$ cat src/rtl/fifo_pkg.sv
// Shared FIFO constants, pointer type and wrap-aware pointer increment.
package fifo_pkg;

  localparam int unsigned S        = 12;
  localparam int unsigned DEPTH    = 150;
  localparam int unsigned AE_LEVEL = 4;
  localparam int unsigned IDX_W    = S - 1;

  // Wrap bit distinguishes full from empty when indices match.
  typedef struct packed {
    logic             wrap;
    logic [IDX_W-1:0] idx;
  } ptr_t;

  // Index counts 0..DEPTH-1, then returns to 0 and toggles the wrap bit.
  function automatic ptr_t ptr_next(ptr_t p);
    ptr_t n;
    if (p.idx == IDX_W'(DEPTH - 1)) begin
      n.idx  = '0;
      n.wrap = ~p.wrap;
    end else begin
      n.idx  = p.idx + 1'b1;
      n.wrap = p.wrap;
    end
    return n;
  endfunction

endpackage

$ cat src/rtl/fifo_read_unit_if.sv
// Read-side bus: requests and writer pointer in, pointer and status out.
interface fifo_read_unit_if;
  import fifo_pkg::*;

  logic             rd_en;
  ptr_t             wr_ptr;
  logic             clr_underflow;
  ptr_t             rd_ptr;
  logic [IDX_W-1:0] rd_addr;
  logic             o_fifo_empty;
  logic             o_almost_empty;
  logic [S-1:0]     o_count;
  logic             o_rd_valid;
  logic             o_underflow;

  modport master (
    output rd_en, wr_ptr, clr_underflow,
    input  rd_ptr, rd_addr, o_fifo_empty, o_almost_empty, o_count, o_rd_valid, o_underflow
  );

  modport slave (
    input  rd_en, wr_ptr, clr_underflow,
    output rd_ptr, rd_addr, o_fifo_empty, o_almost_empty, o_count, o_rd_valid, o_underflow
  );

endinterface

$ cat src/rtl/fifo_ptr_occupancy.sv
// Occupancy between a leading (write) and trailing (read) pointer.
module fifo_ptr_occupancy
  import fifo_pkg::*;
(
  input  ptr_t         wr_ptr,
  input  ptr_t         rd_ptr,
  output logic [S-1:0] count
);

  // Same lap: plain difference; different lap: writer has wrapped past the end.
  always_comb begin
    if (wr_ptr.wrap == rd_ptr.wrap) begin
      count = {1'b0, wr_ptr.idx} - {1'b0, rd_ptr.idx};
    end else begin
      count = S'(DEPTH) - {1'b0, rd_ptr.idx} + {1'b0, wr_ptr.idx};
    end
  end

endmodule

$ cat src/rtl/fifo_read_unit.sv
// Read-side pointer and status controller; single-clock, writer pointer used directly.
module fifo_read_unit
  import fifo_pkg::*;
(
  input logic             wr_clk,
  input logic             wr_rst,
  fifo_read_unit_if.slave bus
);

  ptr_t         rd_ptr_q, rd_ptr_d;
  logic         rd_valid_q;
  logic         underflow_q, underflow_d;
  logic         empty;
  logic         acc;
  logic [S-1:0] count;

  fifo_ptr_occupancy u_occ (
    .wr_ptr (bus.wr_ptr),
    .rd_ptr (rd_ptr_q),
    .count  (count)
  );

  // Accept decision, next pointer and sticky underflow (set beats clear).
  always_comb begin
    empty       = (rd_ptr_q == bus.wr_ptr);
    acc         = bus.rd_en & ~empty;
    rd_ptr_d    = acc ? ptr_next(rd_ptr_q) : rd_ptr_q;
    underflow_d = underflow_q;
    if (bus.rd_en & empty) begin
      underflow_d = 1'b1;
    end else if (bus.clr_underflow) begin
      underflow_d = 1'b0;
    end
  end

  // State registers; async reset also drops an in-flight read-valid.
  always_ff @(posedge wr_clk or posedge wr_rst) begin
    if (wr_rst) begin
      rd_ptr_q    <= '0;
      rd_valid_q  <= 1'b0;
      underflow_q <= 1'b0;
    end else begin
      rd_ptr_q    <= rd_ptr_d;
      rd_valid_q  <= acc;
      underflow_q <= underflow_d;
    end
  end

  assign bus.rd_ptr         = rd_ptr_q;
  assign bus.rd_addr        = rd_ptr_q.idx;
  assign bus.o_fifo_empty   = empty;
  assign bus.o_count        = count;
  assign bus.o_almost_empty = (count <= S'(AE_LEVEL));
  assign bus.o_rd_valid     = rd_valid_q;
  assign bus.o_underflow    = underflow_q;

endmodule

$ cat src/flat_wrapper.sv
// flat-port wrapper written by rule: the top's interface ports become plain ports
module fifo_read_unit_flat import fifo_pkg::*;
  (wr_clk, wr_rst, bus_rd_en, bus_wr_ptr, bus_clr_underflow, bus_rd_ptr, bus_rd_addr, bus_o_fifo_empty, bus_o_almost_empty, bus_o_count, bus_o_rd_valid, bus_o_underflow);
  fifo_read_unit_if bus_i ();
  input logic wr_clk;
  input logic wr_rst;
  input wire logic [$bits(bus_i.rd_en)-1:0] bus_rd_en;
  input wire logic [$bits(bus_i.wr_ptr)-1:0] bus_wr_ptr;
  input wire logic [$bits(bus_i.clr_underflow)-1:0] bus_clr_underflow;
  output wire logic [$bits(bus_i.rd_ptr)-1:0] bus_rd_ptr;
  output wire logic [$bits(bus_i.rd_addr)-1:0] bus_rd_addr;
  output wire logic [$bits(bus_i.o_fifo_empty)-1:0] bus_o_fifo_empty;
  output wire logic [$bits(bus_i.o_almost_empty)-1:0] bus_o_almost_empty;
  output wire logic [$bits(bus_i.o_count)-1:0] bus_o_count;
  output wire logic [$bits(bus_i.o_rd_valid)-1:0] bus_o_rd_valid;
  output wire logic [$bits(bus_i.o_underflow)-1:0] bus_o_underflow;
  assign bus_i.rd_en = bus_rd_en;
  assign bus_i.wr_ptr = bus_wr_ptr;
  assign bus_i.clr_underflow = bus_clr_underflow;
  assign bus_rd_ptr = bus_i.rd_ptr;
  assign bus_rd_addr = bus_i.rd_addr;
  assign bus_o_fifo_empty = bus_i.o_fifo_empty;
  assign bus_o_almost_empty = bus_i.o_almost_empty;
  assign bus_o_count = bus_i.o_count;
  assign bus_o_rd_valid = bus_i.o_rd_valid;
  assign bus_o_underflow = bus_i.o_underflow;
  fifo_read_unit u_core (.wr_clk(wr_clk), .wr_rst(wr_rst), .bus(bus_i));
endmodule
$ cat config.mk
export PLATFORM = sky130hd
export DESIGN_NAME = fifo_read_unit_flat
export DESIGN_NICKNAME = d
export VERILOG_FILES = /design/src/rtl/fifo_pkg.sv /design/src/rtl/fifo_read_unit_if.sv /design/src/rtl/fifo_ptr_occupancy.sv /design/src/rtl/fifo_read_unit.sv /design/src/flat_wrapper.sv
export SDC_FILE = /design/constraint.sdc
export NUM_CORES = 1
export LEC_CHECK = 0
export BUFFER_PORTS_ARGS = -buffer_cell sky130_fd_sc_hd__clkbuf_2
export CORE_MARGIN = 1.5
export CORE_UTILIZATION = 40
export CTS_CLUSTER_SIZE = 16
export DETAILED_ROUTE_END_ITERATION = 8
export HOLD_SLACK_MARGIN = 0.1
export PLACE_DENSITY_LB_ADDON = 0.2
export SYNTH_ARGS = -nofsm -noshare
export SYNTH_HDL_FRONTEND = slang
export SYNTH_SLANG_ARGS = --single-unit
$ cat constraint.sdc
create_clock -name wr_clk -period 2.68 [get_ports wr_clk]
set_input_delay 0.134 -clock wr_clk [delete_from_list [all_inputs] [get_ports wr_clk]]
set_output_delay 0.134 -clock wr_clk [all_outputs]
set_load 0.01 [all_outputs]
==> metrics.cfg, run 1 <==
[final_layout]
nets = 434
fin_cells = 454
diodes = 0
drive_gt1_share_pct = 49.0
final_core_util_pct = 63.7
areaGrowthSynthToFinish_pct = 51.8

[sta]
worst_pin_slew_ps = 557
period_needed_ps = 3470
hold_ws_ps = 139
clock.fmax_ghz = 0.288
min_period_over_period_pct = 129
setup_slack_ps = -788
slew_headroom_pct = 62.8
drv_slew = 0
rsz0062_at_grt = true
hold_viol = 0
finalSetupViolations = 7
clock-skew-final_ps = 1.98
finalSetupTns_ps = -2890

[power_and_ir_drop]
p_leak_nw = 1.56
power_mw = 3.06
powerDensity_nw_per_um2 = 930
ir_drop_mv = 0.501

[synth]
ys_types = 54
synth_nets = 315
yosys-top-cells-count = 32 x inv_1, 27 x ha_1, 18 x nor2_1, 18 x o21ai_0, 17 x nand2_1
synth-async-reset-ratio_pct = 100
synth_flop_cell = dfrtp_1
synth_area_leaders = dfrtp_1 16%, ha_1 16%, xnor2_1 5.7%
ys_ff_latch = 14
ys_warn_count = 0
syn_area_um2 = 2170
yosysTopAreaCell = dfrtp_1
synth_edf_count = 0
synth_top_area_share_pct = 16.1
yosysMostFrequentCell = inv_1
syn_inst = 266
synth_area_per_cell_um2 = 8.16
seq_area_frac_synth_pct = 16.1

[critical_path]
crit_path_start_kind = flop
worst_setup_path_end_kind = primary output
worstPathRequired_ps = 2550
crit_fanout = 4
arrival_ps = 3330
crit_type = reg -> out

[clock_tree]
clk_pin_slew_ps = 60
worstSkewPairLatency_ps = 240
cts.sinks = 14
numCtsBuffers = 3
ctsRootBufferMaster = clkbuf_8
htreeDepth = 1
tritoncts = yes
clk_path_buf_depth = 2

[drt]
dr_total_vias = 2313
post_drt_wl_per_cell_um = 13.8
drtIter0Drc = 99
drcViolationCount = 0
first_pass_iters = 4
wl_um = 6280
post_drt_via_cell_ratio = 5.09
drtAntennaViolNets = 0

[worst_hold_path]
hold_class = in -> reg

[placed_design]
hpwl_um = 4960
post-place-cells = 439
gp_congestion = 0.842
port_buffers = 54

[floorplan]
dieHeight_um = 76.6
start_util_pct = 41.9
core_area_um2 = 5170
die_w_um = 76.6
die-area_um2 = 5870
num_rows = 26
ios = 55

[grt]
grt.total_usage_pct = 21.3
grt_max_degree = 15
antenna_found_initial = 0
grt_pass1_vias = 2220
globalRouteOverflowTotal = 0
grt_first_pass_wirelength_um = 10200

[flow_run]
maxCapViolations = 0

[outcome]
outcome = finished with violations
violations = negative setup slack

## report_power, final
part,switching [mW],internal (mW)
Sequential,0.0261,0.254
Clock,0.0724,0.105
Combinational,1.25,1.35
## state kept, by name (all words and copies together) (netlist names)
signal	count
u_core.bus.o_rd_valid	1
u_core.bus.o_underflow	1
u_core.bus.rd_ptr	1
u_core.bus.rd_addr	11
## cell usage in the layout, fill, tap and decap left out, types with 4 or more instances in the layout
cell type  synthesis  final
ha_4               0      6
fa_2               0      4
nand4_1            7      7
nor2_1            18     18
ha_1              27     17
clkbuf_2           0     50
nand2b_1           8      6
nor3_1             9      8
ha_2               0      4
inv_1             32     25
o211ai_1           4      4
nand3_1            8      8
o21ai_0           18     13
a21oi_1            9      8
dfrtp_1           14     11
buf_4             11     72
nand2_1           17     16
xnor2_1           14     14
inv_2              2      8
## per-layer routing
metal	vias up	track usage, %	share of wire [%]
met1	1105	27.8	47
met4	0	2.04	0.57
met5	-	0	0
met2	45	38.5	50
met3	4	2.87	2.6
li1	1159	-	-
## stage by stage
step | cell area [um2] | setup slack (ps)
2_1_floorplan | 2250 | -360
3_3_place_gp | 2970 | -495
3_5_place_dp | 2970 | -513
4_1_cts | 3150 | -725
5_1_grt | 3290 | -953
6_report | 3290 | -788
## kinds of logic (layout without fill, tap and decap cells)
logic type / after synthesis / in the layout / share of synthesized area, %
mux: 2 / 2 / 0.923
xor+xnor: 20 / 20 / 8.77
flops: 14 / 14 / 16.1
simple gates: 90 / 90 / 22.1
compound gates: 58 / 58 / 19.7
fa+ha+maj: 33 / 33 / 21.1
buf+inv: 49 / 167 / 11.3
## critical path: stages, from the launching register on
cell and delay [ps]:
dfrtp_2 380, inv_4 50, ha_4 260, inv_2 40, ha_4 150, buf_4 130
a211oi_4 290, o211ai_1 180, buf_4 170, a32oi_4 260, o32ai_2 100, nand2b_4 150
or4b_4 530, nor4_4 220, clkbuf_2 170
## final cells by class
type / instances / area, um2
Sequential cell: 14 / 354
Clock buffer: 4 / 45.0
Tap cell: 70 / 87.6
Inverter: 34 / 130
Multi-Input combinational cell: 203 / 1820
Timing Repair Buffer: 129 / 855
Fill cell: 455 / 1880
## timing repair
| action | CTS | global route |
|---|---|---|
| setup endpoints to repair | 6 | 8 |
| buffers inserted | 5 | 6 |
| pin swaps | 11 | 15 |
| hold buffers | 2 | 0 |
| gates resized for setup | 18 | 26 |
| endpoints found under the hold margin | 15 | 0 |
| gates cloned | 0 | 0 |
## final timing paths
kind	startpoint	endpoint	slack, ps	cells past startpoint
max	u_core.bus.rd_addr[1]	bus_o_almost_empty	-790	14
max reg2reg	u_core.bus.rd_addr[5]	u_core.bus.rd_addr[7]	310	11
min	bus_rd_en	u_core.bus.o_underflow	140	3
min in group asynchronous	wr_rst	u_core.bus.o_underflow	470	3
max in group asynchronous	wr_rst	u_core.bus.rd_addr[1]	1810	3
min reg2reg	u_core.bus.o_underflow	u_core.bus.o_underflow	550	2
Power figures use the tool's default switching activity.
==> run 2: changes to the inputs <==
- CTS_BUF_LIST: not set -> sky130_fd_sc_hd__clkbuf_16
- CTS_CLUSTER_DIAMETER: not set -> 40
- HOLD_SLACK_MARGIN: 0.1 -> 0.15
==> metrics.cfg, run 2 (synthesis gave the netlist of run 1 again) <==
[outcome]
outcome = finished with violations
violations = negative setup slack

[drt]
dr_total_vias = 2292
first_pass_iters = 5
post_drt_wl_per_cell_um = 13.6
drtAntennaViolNets = 0
drcViolationCount = 0
wl_um = 6160
drtIter0Drc = 104
post_drt_via_cell_ratio = 5.06

[worst_hold_path]
hold_class = in -> reg
whs_path_depth = 3

[placed_design]
hpwl_um = 4960
gp_congestion = 0.842
dpl-instance-area_um2 = 2970
port_buffers = 54

[final_layout]
areaGrowthSynthToFinish_pct = 49.8
largest_register_ffs = 11
layout_common_cells = 71 x buf_4, 51 x clkbuf_2, 27 x inv_1, 18 x nor2_1, 18 x ha_1
final_common_cell = buf_4
diodes = 0
nets = 433
fin_area_um2 = 3250
drive_gt1_share_pct = 46.0

[critical_path]
crit_fanout = 3
arrival_ps = 3250
rr_worst_depth = 11
worst_setup_path_end_kind = primary output
worstPathRequired_ps = 2550
crit_type = reg -> out
crit_path_start_kind = flop

[sta]
slew_headroom_pct = 63.5
clock.fmax_ghz = 0.295
hold_viol = 0
finalSetupViolations = 5
min_period_over_period_pct = 126
setup_slack_ps = -706
hold_ws_ps = 249
clock-skew-final_ps = 2.59
period_needed_ps = 3390
worst_pin_slew_ps = 547
drv_slew = 0
rsz0062_at_grt = true

[grt]
grt.busiest_layer = met2
grt_pass1_vias = 2239
grt_max_degree = 15
met3_usage_pct = 3.11
grt.total_usage_pct = 21.5
grtUsageMet1_pct = 27.8
grt_first_pass_wirelength_um = 10300
antenna_found_initial = 0
use_met2_pct = 38.8
globalRouteOverflowTotal = 0

[floorplan]
num_rows = 26
dieHeight_um = 76.6
ios = 55
core_area_um2 = 5170
die-area_um2 = 5870
start_util_pct = 41.9
die_w_um = 76.6

[clock_tree]
tritoncts = yes
worstSkewPairLatency_ps = 240
numCtsBuffers = 3
clk_path_buf_depth = 2
clk_pin_slew_ps = 50
ctsRootBufferMaster = clkbuf_16
htreeDepth = 1
cts.sinks = 14

[flow_run]
maxCapViolations = 0

[power_and_ir_drop]
ir_drop_mv = 0.497
p_leak_nw = 1.57
powerDensity_nw_per_um2 = 941

[run 2: per-layer routing]
layer	vias up	part of all wire (%)
li1	1158	-
met1	1082	47
met2	48	50
met3	4	3.1
met4	0	0.45
met5	-	0
[run 2: final timing paths]
| kind | start | to | slack [ps] |
|---|---|---|---|
| setup / recovery | u_core.bus.rd_addr[1] | bus_o_almost_empty | -710 |
| hold / removal | bus_rd_en | u_core.bus.o_rd_valid | 250 |
| setup reg to reg | u_core.bus.rd_addr[5] | u_core.bus.rd_addr[7] | 300 |
| hold reg to reg | u_core.bus.rd_addr[5] | u_core.bus.rd_addr[5] | 570 |
| max in group asynchronous | wr_rst | u_core.bus.rd_addr[1] | 1820 |
| min in group asynchronous | wr_rst | u_core.bus.o_underflow | 470 |
[run 2: critical path, stage by stage (launching register included)]
cell and delay, ps:
dfrtp_2 380, inv_4 50, ha_4 260, inv_2 40, ha_4 150, fa_2 370, a21oi_4 160, o221ai_2 130
buf_4 150, a32o_1 230, a311o_1 330, xor2_1 180, mux2i_2 120, nor4_4 280, clkbuf_2 170
[run 2: layout make-up]
class                   count  area, um2
clock buffers               3       75.1
clock inverters             1       3.75
fillers                   466       1920
inverters                  34        130
multi-input cells         203       1760
flip-flops and latches     14        354
well taps                  70       87.6
repair buffers            128        840
[run 2: power by group]
part | switching, mW | internal [mW]
Clock | 0.0858 | 0.197
Combinational | 1.20 | 1.29
Sequential | 0.0262 | 0.255
Total | 1.31 | 1.75
[run 2: timing repair]
item,in CTS,in global routing
pin swaps,11,8
setup buffers,5,3
setup endpoints to repair,6,8
hold buffers,3,0
endpoints found under the hold margin,15,0
gates resized for setup,17,14
[run 2: metrics by stage]
step,setup TNS [ps],utilization [%],worst slack [ps],std cells,total power [mW]
after global placement,-1060,57.5,-495,439,2.40
final,-2620,62.8,-706,453,3.06
after global routing,-3580,62.8,-895,453,3.29
after floorplan,-505,-,-360,266,1.54
after CTS,-2550,61.7,-716,451,2.90
after detailed placement,-1240,57.5,-513,439,2.42
